<file path="config.mk">
export PLATFORM = sky130hd
export DESIGN_NAME = csr_unit
export DESIGN_NICKNAME = d
export VERILOG_FILES = /design/src/rtl/csr_unit.sv
export SDC_FILE = /design/constraint.sdc
export NUM_CORES = 1
export LEC_CHECK = 0
export ABC_AREA = 0
export BUFFER_PORTS_ARGS = -buffer_cell sky130_fd_sc_hd__buf_2
export CAP_MARGIN = 20
export CELL_PAD_IN_SITES_DETAIL_PLACEMENT = 0
export CELL_PAD_IN_SITES_GLOBAL_PLACEMENT = 1
export CORE_ASPECT_RATIO = 1.1
export CORE_MARGIN = 1
export CORE_UTILIZATION = 30
export DETAILED_ROUTE_END_ITERATION = 12
export PLACE_DENSITY_LB_ADDON = 0.1
export SLEW_MARGIN = 20
export SYNTH_ARGS = -nofsm -noshare
export SYNTH_HDL_FRONTEND = slang
export SYNTH_SLANG_ARGS = --single-unit
</file>
<file path="constraint.sdc">
create_clock -name clk -period 2.4 [get_ports clk]
set_clock_uncertainty 0.05 [all_clocks]
set_input_delay 0.12 -clock clk [delete_from_list [all_inputs] [get_ports clk]]
set_output_delay 0.12 -clock clk [all_outputs]
set_load 0.01 [all_outputs]
</file>
<file path="src/rtl/csr_unit.sv">
// csr_unit -- execute-stage sequencer for the CSR register file access port.
//
// Accepts one Zicsr (CSRRW/CSRRS/CSRRC) or trap (ECALL/MRET) instruction per
// request handshake. It runs the read-modify-write on the CSR file as a
// multi-cycle sequence and returns the old CSR value. For traps it also
// returns a PC redirect. It is the sole master of the CSR file port.
//
// Optional feature macro: CSR_UNIT_ILLEGAL_CHK_EN
//   When defined, CSR ops are only allowed to 0x300, 0x305, 0x341 and 0x342.
//   Any other address completes straight away with resp_illegal=1 and never
//   touches the port. When undefined, every address is accessed and
//   resp_illegal stays 0.
//
// Ports
//   clk, rst           clock, synchronous active-high reset
//   req_*              request channel (valid/ready). op: 0 RW, 1 RS, 2 RC,
//                      3 ECALL, 4 MRET, 5-7 reserved
//   resp_*             response channel (valid/ready). rdata = old CSR value,
//                      redirect/target = fetch redirect for ECALL/MRET
//   csr_id/re/we/wdata CSR file access strobes (registered, one cycle each)
//   ecall/mret/epc     trap strobes to the CSR file. On ecall, csr_wdata
//                      carries the mcause value.
//   csr_rdata          combinational read data from the CSR file. It shows
//                      mtvec during ecall and mepc during mret.
module csr_unit #(
  parameter int unsigned            XLEN        = 64,
  parameter logic [XLEN-1:0]        ECALL_CAUSE = 64'd11
) (
  input  logic            clk,
  input  logic            rst,
  // request
  input  logic            req_valid,
  output logic            req_ready,
  input  logic [2:0]      req_op,
  input  logic [11:0]     req_csr,
  input  logic [XLEN-1:0] req_src,
  input  logic            req_src_zero,
  input  logic [XLEN-1:0] req_pc,
  // response
  output logic            resp_valid,
  input  logic            resp_ready,
  output logic [XLEN-1:0] resp_rdata,
  output logic            resp_redirect,
  output logic [XLEN-1:0] resp_target,
  output logic            resp_illegal,
  // CSR file port
  output logic [11:0]     csr_id,
  output logic            csr_re,
  output logic            csr_we,
  output logic [XLEN-1:0] csr_wdata,
  output logic            ecall,
  output logic            mret,
  output logic [XLEN-1:0] epc,
  input  logic [XLEN-1:0] csr_rdata
);

  localparam logic [2:0] OP_RW    = 3'd0;
  localparam logic [2:0] OP_RS    = 3'd1;
  localparam logic [2:0] OP_RC    = 3'd2;
  localparam logic [2:0] OP_ECALL = 3'd3;
  localparam logic [2:0] OP_MRET  = 3'd4;

  typedef enum logic [2:0] {
    IDLE  = 3'd0,
    READ  = 3'd1,
    WRITE = 3'd2,
    TRAP  = 3'd3,
    RESP  = 3'd4
  } state_t;

  state_t            state;
  logic [2:0]        op_q;
  logic [XLEN-1:0]   src_q;
  logic              src_zero_q;
  logic [XLEN-1:0]   old_q;

  // Address legality. In the default build this is constant 1, so the
  // illegal branch below is dead logic and resp_illegal stays at its reset
  // value of 0.
  logic addr_ok;
`ifdef CSR_UNIT_ILLEGAL_CHK_EN
  always_comb begin
    addr_ok = 1'b0;
    case (req_csr)
      12'h300, 12'h305, 12'h341, 12'h342: addr_ok = 1'b1;
      default:                            addr_ok = 1'b0;
    endcase
  end
`else
  always_comb addr_ok = 1'b1;
`endif

  logic is_csr_op;
  assign is_csr_op = (req_op == OP_RW) || (req_op == OP_RS) || (req_op == OP_RC);

  // RS/RC with a zero rs1/uimm field must not write: it is a pure read.
  logic write_req;
  assign write_req = (op_q == OP_RW) || !src_zero_q;

  // New value computed from the live read data at the end of READ. The
  // result is registered straight into csr_wdata for the WRITE cycle.
  logic [XLEN-1:0] new_val;
  always_comb begin
    new_val = src_q;
    case (op_q)
      OP_RS:   new_val = csr_rdata | src_q;
      OP_RC:   new_val = csr_rdata & ~src_q;
      default: new_val = src_q;
    endcase
  end

  // All outputs are registered. Each strobe is set on the edge that enters
  // its state and cleared on the edge that leaves it, so it is high for
  // exactly the one cycle spent in that state. csr_id doubles as the
  // latched CSR address while READ/WRITE are in progress.
  always_ff @(posedge clk) begin
    if (rst) begin
      state         <= IDLE;
      op_q          <= '0;
      src_q         <= '0;
      src_zero_q    <= 1'b0;
      old_q         <= '0;
      req_ready     <= 1'b1;
      resp_valid    <= 1'b0;
      resp_rdata    <= '0;
      resp_redirect <= 1'b0;
      resp_target   <= '0;
      resp_illegal  <= 1'b0;
      csr_id        <= '0;
      csr_re        <= 1'b0;
      csr_we        <= 1'b0;
      csr_wdata     <= '0;
      ecall         <= 1'b0;
      mret          <= 1'b0;
      epc           <= '0;
    end else begin
      case (state)
        IDLE: begin
          if (req_valid) begin
            op_q       <= req_op;
            src_q      <= req_src;
            src_zero_q <= req_src_zero;
            req_ready  <= 1'b0;
            if (is_csr_op) begin
              if (!addr_ok) begin
                state        <= RESP;
                resp_valid   <= 1'b1;
                resp_illegal <= 1'b1;
              end else begin
                state  <= READ;
                csr_re <= 1'b1;
                csr_id <= req_csr;
              end
            end else if (req_op == OP_ECALL) begin
              state     <= TRAP;
              ecall     <= 1'b1;
              epc       <= req_pc;
              csr_wdata <= ECALL_CAUSE;
            end else if (req_op == OP_MRET) begin
              state <= TRAP;
              mret  <= 1'b1;
            end else begin
              // reserved op: complete immediately with an all-zero response
              state      <= RESP;
              resp_valid <= 1'b1;
            end
          end
        end

        READ: begin
          csr_re <= 1'b0;
          old_q  <= csr_rdata;
          if (write_req) begin
            state     <= WRITE;
            csr_we    <= 1'b1;
            csr_wdata <= new_val;
          end else begin
            state      <= RESP;
            csr_id     <= '0;
            resp_valid <= 1'b1;
            resp_rdata <= csr_rdata;
          end
        end

        WRITE: begin
          state      <= RESP;
          csr_we     <= 1'b0;
          csr_id     <= '0;
          csr_wdata  <= '0;
          resp_valid <= 1'b1;
          resp_rdata <= old_q;
        end

        TRAP: begin
          // The CSR file presents mtvec (ecall) or mepc (mret) while the
          // trap strobe is up. That value is the redirect target.
          state         <= RESP;
          ecall         <= 1'b0;
          mret          <= 1'b0;
          epc           <= '0;
          csr_wdata     <= '0;
          resp_valid    <= 1'b1;
          resp_redirect <= 1'b1;
          resp_target   <= csr_rdata;
        end

        RESP: begin
          if (resp_ready) begin
            state         <= IDLE;
            req_ready     <= 1'b1;
            resp_valid    <= 1'b0;
            resp_rdata    <= '0;
            resp_redirect <= 1'b0;
            resp_target   <= '0;
            resp_illegal  <= 1'b0;
          end
        end

        default: begin
          state     <= IDLE;
          req_ready <= 1'b1;
        end
      endcase
    end
  end

endmodule

</file>
==> results_dict.tcl, run 1 <==
set metrics [dict create \
    dp_hpwl_um 39420 \
    finalWirelength_um 62020 \
    yosys.area.top_type_share_pct 49.64 \
    seq_area_frac_synth_pct 49.64 \
    setup_viol 0 \
    grt_usage_pct 21.32 \
    cp_cell_sequence "buf_4, nor3b_4, buf_4, nand2_1, a21oi_1, dlygate4sd3_1" \
    via_per_inst 4.991 \
    cts_buffers 48 \
    cts_tree "built" \
    cts_max_path_buffers 3 \
    drive_above_1_share_pct 30.23 \
    start_util_pct 30.61 \
    setup_slack_ns 0.1462 \
    ir_drop_mv 0.5079 \
    synthAdderAreaFrac_pct 0 \
    critical_path.slowest_cell "dlygate4sd3_1" \
    cts_max_level 2 \
    yosysWarnings 0 \
    reg2reg_depth 6 \
    critPathCapture "old_q[9]$_SDFFE_PP0N_" \
    num_rows 89 \
    synth_top_area_cell "dfxtp_1" \
    worstReg2RegEnd "old_q[9]$_SDFFE_PP0N_" \
    stdcell_count 3176 \
    arrival_ns 2.71 \
    synth_compound_area_share_pct 23.82 \
    synth_top_family_by_area "compound AO/OA/AOI/OAI gates" \
    rsz0062_at_grt "no" \
    portBuffers 486 \
    gp_congestion 0.7681 \
    clk_latency_ns 0.57 \
    grt_overflow_total 0 \
    power.total_mw 17.53 \
    drc 0 \
    maxCapViolations 0 \
    avgSynthCellArea_um2 9.211 \
    cp_num_cells 6 \
    status "finished clean" \
    yosys.cell_types.count 54 \
    setup_tns_ns 0 \
    cp_top_family "buffers and inverters" \
    io_pins 488 \
    path_buf_inv 3 \
    final_nets 2629 \
    p_leak_nw 9.516 \
    yosys.area_share.simple_pct 20.04 \
    antenna_cells 0 \
    rrSetupSlack_ns 0.15 \
    cp_data_required_time_ns 2.86 \
    min_path_type "input pin to flop" \
    relSlewSlack_pct 29.80 \
    path_class "flop to flop" \
    synth.cell_area_um2 16530 \
    ys_ff_latch 410 \
    fin_crit_ns 2.254 \
    hold_viol 0 \
    cp-end-kind "flop" \
    routed-via-count 15850 \
    wl_per_cell_um 19.53 \
    grt_antenna_before_repair 0 \
    place_ws_ns 0.1860 \
    dr.pass1.iters 5 \
    clock_tree.root_cell "clkbuf_16" \
    synth-edff-count 0 \
    synth_xor_area_share_pct 0.1059 \
    synth_area_leaders "dfxtp_1 50%, nand2_1 6.4%, a21oi_1 6.1%" \
    die_y_um 248.2 \
    p_per_area_nw_per_um2 754.7 \
    slowest_delay_ns 0.57 \
    worst-path-max-fanout 34 \
    synth_top_cells_by_count "410 x dfxtp_1, 280 x nand2_1, 201 x a21oi_1, 136 x nor2_1, 125 x a22oi_1" \
    dieArea_um2 56050 \
    clk_transition_reported_paths_ns 0.06 \
    ys.flop_type "dfxtp_1" \
    fmax_mhz 443.7 \
    cts.sinks 410 \
    period_share_pct 93.91 \
    first_global_vias 15610 \
    whs_path_depth 4 \
    netlist_instances 1795 \
    dp_cells 2878 \
    synth.most_common_cell "dfxtp_1" \
    grt_first_pass_wirelength_um 93030 \
    crit_top_cell "buf_4" \
    async_flop_share_pct 0 \
    syn_to_final_growth_pct 40.48 \
    syn-num-nets 2007 \
    grt_max_degree 119 \
    drt-initial-drc-count 904 \
    muxShareOfSynthArea_pct 0.7265 \
    worstMarginPinSlew_ns 1.045 \
    startpoint "state[0]$_SDFFE_PP0P_" \
    cp-start-kind "flop" \
    die-width_um 225.8 \
    core_um2 54010 \
    postRouteAntennaNets 0 \
    slew_violations 0 \
    r2r_start "state[0]$_SDFFE_PP0P_" \
]
-- repair_timing --
item | CTS | global route
hold endpoints to repair | 367 | 0
resized for setup | 0 | 2
setup endpoints to repair | 0 | 1
setup buffers | 0 | 0
hold buffers | 217 | 0
-- cells in the final DEF, fill, tap and decap left out, types with 6 or more instances in the layout --
cell and n:
nor3_1 10, o2bb2ai_1 61, clkbuf_16 49, nor2b_1 63, a21oi_1 201, a221oi_1 7, clkbuf_8 9, a221oi_2 60
clkbuf_1 15, dfxtp_1 408, nor2_1 135, buf_2 485, buf_4 27, nand2_1 280, o21ai_0 65, a22oi_1 125
buf_12 17, mux2i_1 12, nand4_1 64, nor3_2 60, dlygate4sd3_1 217, clkinv_2 6, nand2b_1 14
-- cell type report --
type	count	area, um^2
Clock inverter	8	46.29
Sequential cell	410	8210
Fill cell	5444	30780
Clock buffer	73	1406
Timing Repair Buffer	747	5157
Tap cell	728	910.9
Inverter	4	15.01
Multi-Input combinational cell	1206	7480
-- cells by family after synthesis --
logic type,Yosys count
other,1
multiplexers,12
buffers and inverters,179
AO/OA/AOI/OAI,537
AND/OR/NAND/NOR,654
flip-flops,410
XOR/XNOR,2
-- power breakdown --
group / internal (mW) / switching [mW]
clock: 4.00 / 2.87
combinational: 1.23 / 1.96
sequential: 7.21 / 0.248
total: 12.4 / 5.08
-- per-layer routing --
metal	GRT usage [%]	share of wire (%)	up-vias	wire length (um)
li1	-	-	7654	-
met1	27.35	44	7645	27190
met2	35.14	47	458	29440
met3	4.978	5.9	95	3658
met4	6.863	2.8	0	1728
met5	0	0	-	0
-- state kept, by name, indices dropped and copies added (netlist names) --
name / cells
resp_rdata: 64
mret: 1
ecall: 1
old_q: 64
resp_redirect: 1
src_q: 64
csr_wdata: 64
op_q: 3
req_ready: 1
csr_id: 12
csr_we: 1
resp_target: 64
state: 3
csr_re: 1
src_zero_q: 1
resp_valid: 1
epc: 64
-- worst min-delay path by stage --
stage / end / slack (ns) / start
floorplan: old_q[0]$_SDFFE_PP0N_ / 0.21 / csr_rdata[0]
global placement: src_q[62]$_SDFFE_PP0P_ / 0.31 / req_src[62]
detailed placement: src_q[7]$_SDFFE_PP0P_ / 0.32 / req_src[7]
CTS: csr_id[11]$_SDFFE_PP0P_ / 0.25 / req_csr[11]
global route: csr_id[0]$_SDFFE_PP0P_ / 0.27 / req_csr[0]
finish: src_q[39]$_SDFFE_PP0P_ / 0.29 / req_src[39]
-- metrics by stage --
stage	instance area, um^2	hold slack [ns]	util [%]
CTS	23220	0.2519	42.99
detailed placement	19600	0.3189	36.28
global route	23230	0.2742	43.00
floorplan	16530	0.2060	-
global placement	19600	0.3141	36.28
finish	23230	0.2933	43.00
-- worst reg2reg max path, cell delays in order (launching register included) --
cell	delay (ns)
dfxtp_1	0.34
buf_4	0.16
nor3b_4	0.35
buf_4	0.44
nand2_1	0.15
a21oi_1	0.14
dlygate4sd3_1	0.57
Note: power is estimated with default switching activity, not from simulation.
==> run 2, diff against run 1 <==
Settings changed: CTS_BUF_LIST from default to sky130_fd_sc_hd__clkbuf_4 sky130_fd_sc_hd__clkbuf_8 sky130_fd_sc_hd__clkbuf_16.
==> run 2 against run 1 <==
Against the previous run:
- count of clock-buffer cells in the layout stayed put
- final area is 0.24% higher
- via count is 0.16% lower
- first-iteration DRC count is 2.2% lower
- combinational power hardly changed
- critical path type unchanged
- flip-flop and latch count stayed put
==> results_dict.tcl, run 2 (same netlist as run 1, synthesis figures left out) <==
set metrics [dict create \
    status "finished clean" \
    fin_crit_ns 2.249 \
    period_share_pct 93.70 \
    portBuffers 486 \
    grt_overflow_total 0 \
    path_class "flop to flop" \
    dpl_cell_area_um2 19600 \
    clock_tree.root_cell "clkbuf_16" \
    whs_path_depth 4 \
    arrival_ns 2.71 \
    drt-initial-drc-count 884 \
    path_buf_inv 3 \
    p_clk_share_pct 39.8 \
    cts.sinks 410 \
    fin_util_pct 43.11 \
    use_met2_pct 35.08 \
    first_global_vias 15610 \
    gr-max-usage-layer "met2" \
    rsz0062_at_grt "no" \
    clk_latency_ns 0.57 \
    drive_above_1_share_pct 30.84 \
    relSlewSlack_pct 29.87 \
    slew_violations 0 \
    fmax_mhz 444.7 \
    fin_area_um2 23280 \
    p_int_mw 12.62 \
    finalWirelength_um 61870 \
    multi_input_area_um2 7480 \
    drc 0 \
    worstReg2RegEnd "old_q[9]$_SDFFE_PP0N_" \
    cts_tree "built" \
    crit_top_cell "buf_4" \
    clk_transition_reported_paths_ns 0.06 \
    worstMarginPinSlew_ns 1.044 \
    cp_cell_sequence "buf_4, nor3b_4, buf_4, nand2_1, a21oi_1, dlygate4sd3_1" \
    grt_usage_pct 21.31 \
    dp_cells 2878 \
    p_per_area_nw_per_um2 760.2 \
    stdcell_count 3176 \
    cp-start-kind "flop" \
    cts_buffers 48 \
    dieArea_um2 56050 \
    die_y_um 248.2 \
    min_path_type "input pin to flop" \
    grt_first_pass_wirelength_um 93020 \
    reg2reg_depth 6 \
    routed-via-count 15830 \
    regArea_um2 8210 \
    grt_util_met3_pct 4.978 \
    setup_viol 0 \
    final_nets 2629 \
    final_cell_mix "485 x buf_2, 408 x dfxtp_1, 280 x nand2_1" \
    syn_to_final_growth_pct 40.82 \
    mostFrequentLayoutCell "buf_2" \
    cts_max_level 2 \
    rrSetupSlack_ns 0.15 \
    holdPathEnd "src_q[39]$_SDFFE_PP0P_" \
    gp_congestion 0.7681 \
    slowest_delay_ns 0.57 \
    cp_data_required_time_ns 2.86 \
    antenna_cells 0 \
    use_met1_pct 27.39 \
    io_pins 488 \
    grt_max_degree 119 \
    p_leak_nw 9.567 \
    r2r_start "state[0]$_SDFFE_PP0P_" \
    netSwitchingPower_mw 5.083 \
    dr.pass1.iters 5 \
    wl_per_cell_um 19.48 \
    start_util_pct 30.61 \
    post_cts_buffers 0 \
    worst-path-max-fanout 34 \
    hold_viol 0 \
    cp-end-kind "flop" \
    power.total_mw 17.70 \
    postRouteAntennaNets 0 \
    swShare_pct 28.72 \
    grt_antenna_before_repair 0 \
    critical_path.slowest_cell "dlygate4sd3_1" \
    cp_num_cells 6 \
    p_comb_share_pct 18.0 \
    fillerInstances 5431 \
    min-delay-start "req_src[39]" \
    ir_drop_mv 0.5095 \
    maxCapViolations 0 \
    cts_max_path_buffers 3 \
    setup_tns_ns 0 \
    die-width_um 225.8 \
    num_rows 89 \
    core_um2 54010 \
    cp_top_family "buffers and inverters" \
    pwr-share-seq_pct 42.1 \
    via_per_inst 4.983 \
    dp_hpwl_um 39420 \
]
## run 2: cell count changes in the layout (fill, tap and decap cells not counted)
| cell | previous run | this run |
|---|---|---|
| clkbuf_1 | 15 | 0 |
| clkbuf_4 | 0 | 15 |
## run 2: power by group through the flow
stage / sequential (mW) / combinational [mW] / clock (mW)
floorplan: 7.67 / 1.65 / 0
detailed placement: 7.60 / 2.95 / 0
global placement: 7.59 / 2.93 / 0
CTS: 7.46 / 3.23 / 7.28
global route: 7.51 / 3.48 / 7.55
finish: 7.46 / 3.19 / 7.05
## run 2: worst max-delay path by stage
stage                     startpoint                   endpoint  slack (ns)
2_1_floorplan   op_q[1]$_SDFFE_PP0P_  csr_wdata[0]$_SDFFE_PP0P_        0.72
3_3_place_gp   state[1]$_SDFFE_PP0P_     csr_id[4]$_SDFFE_PP0P_        0.24
3_5_place_dp   state[1]$_SDFFE_PP0P_     csr_id[6]$_SDFFE_PP0P_        0.19
4_1_cts        state[1]$_SDFFE_PP0P_      src_q[3]$_SDFFE_PP0P_        0.03
5_1_grt        state[0]$_SDFFE_PP0P_     old_q[12]$_SDFFE_PP0N_        0.01
6_report       state[0]$_SDFFE_PP0P_      old_q[9]$_SDFFE_PP0N_        0.15
## run 2: area by class of cell
cell class                 instances  share of cell area, %
inverter                           4                0.06449
timing repair buffer             747                  22.15
tap                              728                  3.912
multi-input combinational       1206                  32.13
clock buffer                      73                  6.282
sequential                       410                  35.26
clock inverter                     8                 0.1988
## run 2: metrics by stage
step | hold slack [ns] | setup slack [ns]
3_5_place_dp | 0.3189 | 0.1860
4_1_cts | 0.2519 | 0.02681
6_report | 0.2910 | 0.1512
2_1_floorplan | 0.2060 | 0.7207
5_1_grt | 0.2742 | 0.01468
3_3_place_gp | 0.3141 | 0.2449
## run 2: layer usage
layer	routed length, um	part of all wire (%)
met3	3846	6.2
met2	29300	47
met5	0	0
met1	27020	44
met4	1702	2.8
## run 2: timing repair
item                                   4_1_cts  5_1_grt
endpoints found under the hold margin      367        0
hold buffers                               217        0
gates resized for setup                      0        2
setup endpoints to repair                    0        1
## run 2: worst min-delay path: stages
cell	delay, ns
dlygate4sd3_1	0.53
buf_2	0.12
nand2_1	0.05
a21oi_1	0.05
==> run 3, diff against run 2 <==
Settings changed: RECOVER_POWER from default to 100.
==> run 3 against run 2 <==
Against the previous run:
- count of clock-buffer cells in the layout unchanged
- sequential power about the same
- first-iteration DRC count up 2.7%
- global-route usage unchanged
- hold slack better by 0.0018 ns
- sequential share of layout area up 1.2 points
- register-to-register slack about the same
- routed wire length up 0.16%
- core utilization down 1.4 points
- via count about the same
- flip-flop and latch count unchanged
- non-clock buffer count unchanged
- critical path type unchanged
- critical endpoint is now csr_wdata[48]$_SDFFE_PP0P_
- largest cell class unchanged
- largest power group unchanged
- highest routed layer unchanged
==> results_dict.tcl, run 3 (same netlist as run 1, synthesis figures left out) <==
set metrics [dict create \
    die-width_um 225.8 \
    postRouteAntennaNets 0 \
    cts_max_path_buffers 3 \
    regArea_um2 8210 \
    drc 0 \
    num_rows 89 \
    die_y_um 248.2 \
    status "finished clean" \
    drt-initial-drc-count 908 \
    cp-start-kind "flop" \
    grt_first_pass_wirelength_um 93020 \
    gp_congestion 0.7681 \
    ir_drop_mv 0.5234 \
    syn_to_final_growth_pct 36.19 \
    cts_buffers 48 \
    min_path_type "input pin to flop" \
    grt_usage_pct 21.31 \
    fmax_mhz 445.9 \
    crit_top_cell "buf_4" \
    first_global_vias 15610 \
    hold_viol 0 \
    fin_crit_ns 2.242 \
    grt_antenna_before_repair 0 \
    dr.pass1.iters 4 \
    multi_input_area_um2 7117 \
    cp_cell_sequence "buf_4, nor4b_1, or3_4, a211oi_4, buf_4, o2bb2ai_1" \
    drive_above_1_share_pct 17.20 \
    p_per_area_nw_per_um2 777.6 \
    worst-path-max-fanout 41 \
    routed-via-count 15840 \
    via_per_inst 4.986 \
    path_class "flop to flop" \
    cts.sinks 410 \
    dieArea_um2 56050 \
    core_um2 54010 \
    clk_transition_reported_paths_ns 0.06 \
    antenna_cells 0 \
    fillerInstances 5624 \
    setup_tns_ns 0 \
    cts_max_level 2 \
    clock_tree.root_cell "clkbuf_16" \
    rsz0062_at_grt "no" \
    finalWirelength_um 61970 \
    cp_data_required_time_ns 2.85 \
    critical_path.slowest_cell "buf_4" \
    maxCapViolations 0 \
    portBuffers 486 \
    period_share_pct 93.43 \
    relSlewSlack_pct 10.40 \
    p_leak_nw 8.212 \
    cts_tree "built" \
    fin_util_pct 41.69 \
    io_pins 488 \
    wl_per_cell_um 19.51 \
    slew_violations 0 \
    final_cell_mix "408 x dfxtp_1, 280 x nand2_1, 276 x clkbuf_1" \
    slowest_delay_ns 0.58 \
    post_cts_buffers 0 \
    clk_latency_ns 0.57 \
    start_util_pct 30.61 \
    dp_hpwl_um 39420 \
    grt_overflow_total 0 \
    arrival_ns 2.69 \
    mostFrequentLayoutCell "dfxtp_1" \
    final_nets 2629 \
    cp-end-kind "flop" \
    worstMarginPinSlew_ns 1.344 \
    setup_viol 0 \
    grt_max_degree 119 \
]
## run 3: worst paths after layout
path,from,slack (ns),cells after the start,to
hold / removal,req_src[58],0.29,4,src_q[58]$_SDFFE_PP0P_
hold reg to reg,old_q[16]$_SDFFE_PP0N_,0.41,2,old_q[16]$_SDFFE_PP0N_
setup / recovery,state[0]$_SDFFE_PP0P_,0.16,6,csr_wdata[48]$_SDFFE_PP0P_
setup reg to reg,state[0]$_SDFFE_PP0P_,0.16,6,csr_wdata[48]$_SDFFE_PP0P_
## run 3: what timing repair did
action | 4_1_cts | 5_1_grt
hold buffers | 217 | 0
resized for setup | 0 | 2
hold endpoints to repair | 367 | 0
setup endpoints to repair | 0 | 1
## run 3: final cells by class
type | instances | area share [%]
clock inverter | 8 | 0.2056
inverter | 4 | 0.06668
timing repair buffer | 747 | 21.12
clock buffer | 73 | 6.496
tap | 728 | 4.045
sequential | 410 | 36.46
multi-input combinational | 1206 | 31.61
## run 3: through the flow
step | power [mW] | cell area [um^2] | hold slack (ns) | std cells | setup WS (ns)
after floorplan | 9.319 | 16530 | 0.2060 | 1795 | 0.7207
after global placement | 10.52 | 19600 | 0.3141 | 2878 | 0.2449
after detailed placement | 10.55 | 19600 | 0.3189 | 2878 | 0.1860
after CTS | 17.97 | 23280 | 0.2519 | 3176 | 0.02681
after global routing | 18.34 | 22520 | 0.2742 | 3176 | 0.03216
final | 17.51 | 22520 | 0.2928 | 3176 | 0.1576
## run 3: worst max-delay path, delay by kind of cell, from the launching register on
kind            cells  cell delay (ns)
buf+inv             2             0.74
simple gates        2             0.56
compound gates      2             0.47
flops               1             0.32
## run 3: per-layer routing
layer,GRT usage [%],vias to the layer above,share of wire [%]
met2,35.08,472,47
met5,0,-,0
met3,4.978,88,5.8
met1,27.39,7626,44
met4,6.863,0,2.7
li1,-,7650,-
## run 3: power by group
| part | leakage, nW | internal, mW | switching [mW] |
|---|---|---|---|
| Clock | 0.766 | 4.17 | 2.89 |
| Sequential | 3.33 | 7.21 | 0.249 |
| Combinational | 4.12 | 1.11 | 1.88 |
| Total | 8.21 | 12.5 | 5.02 |
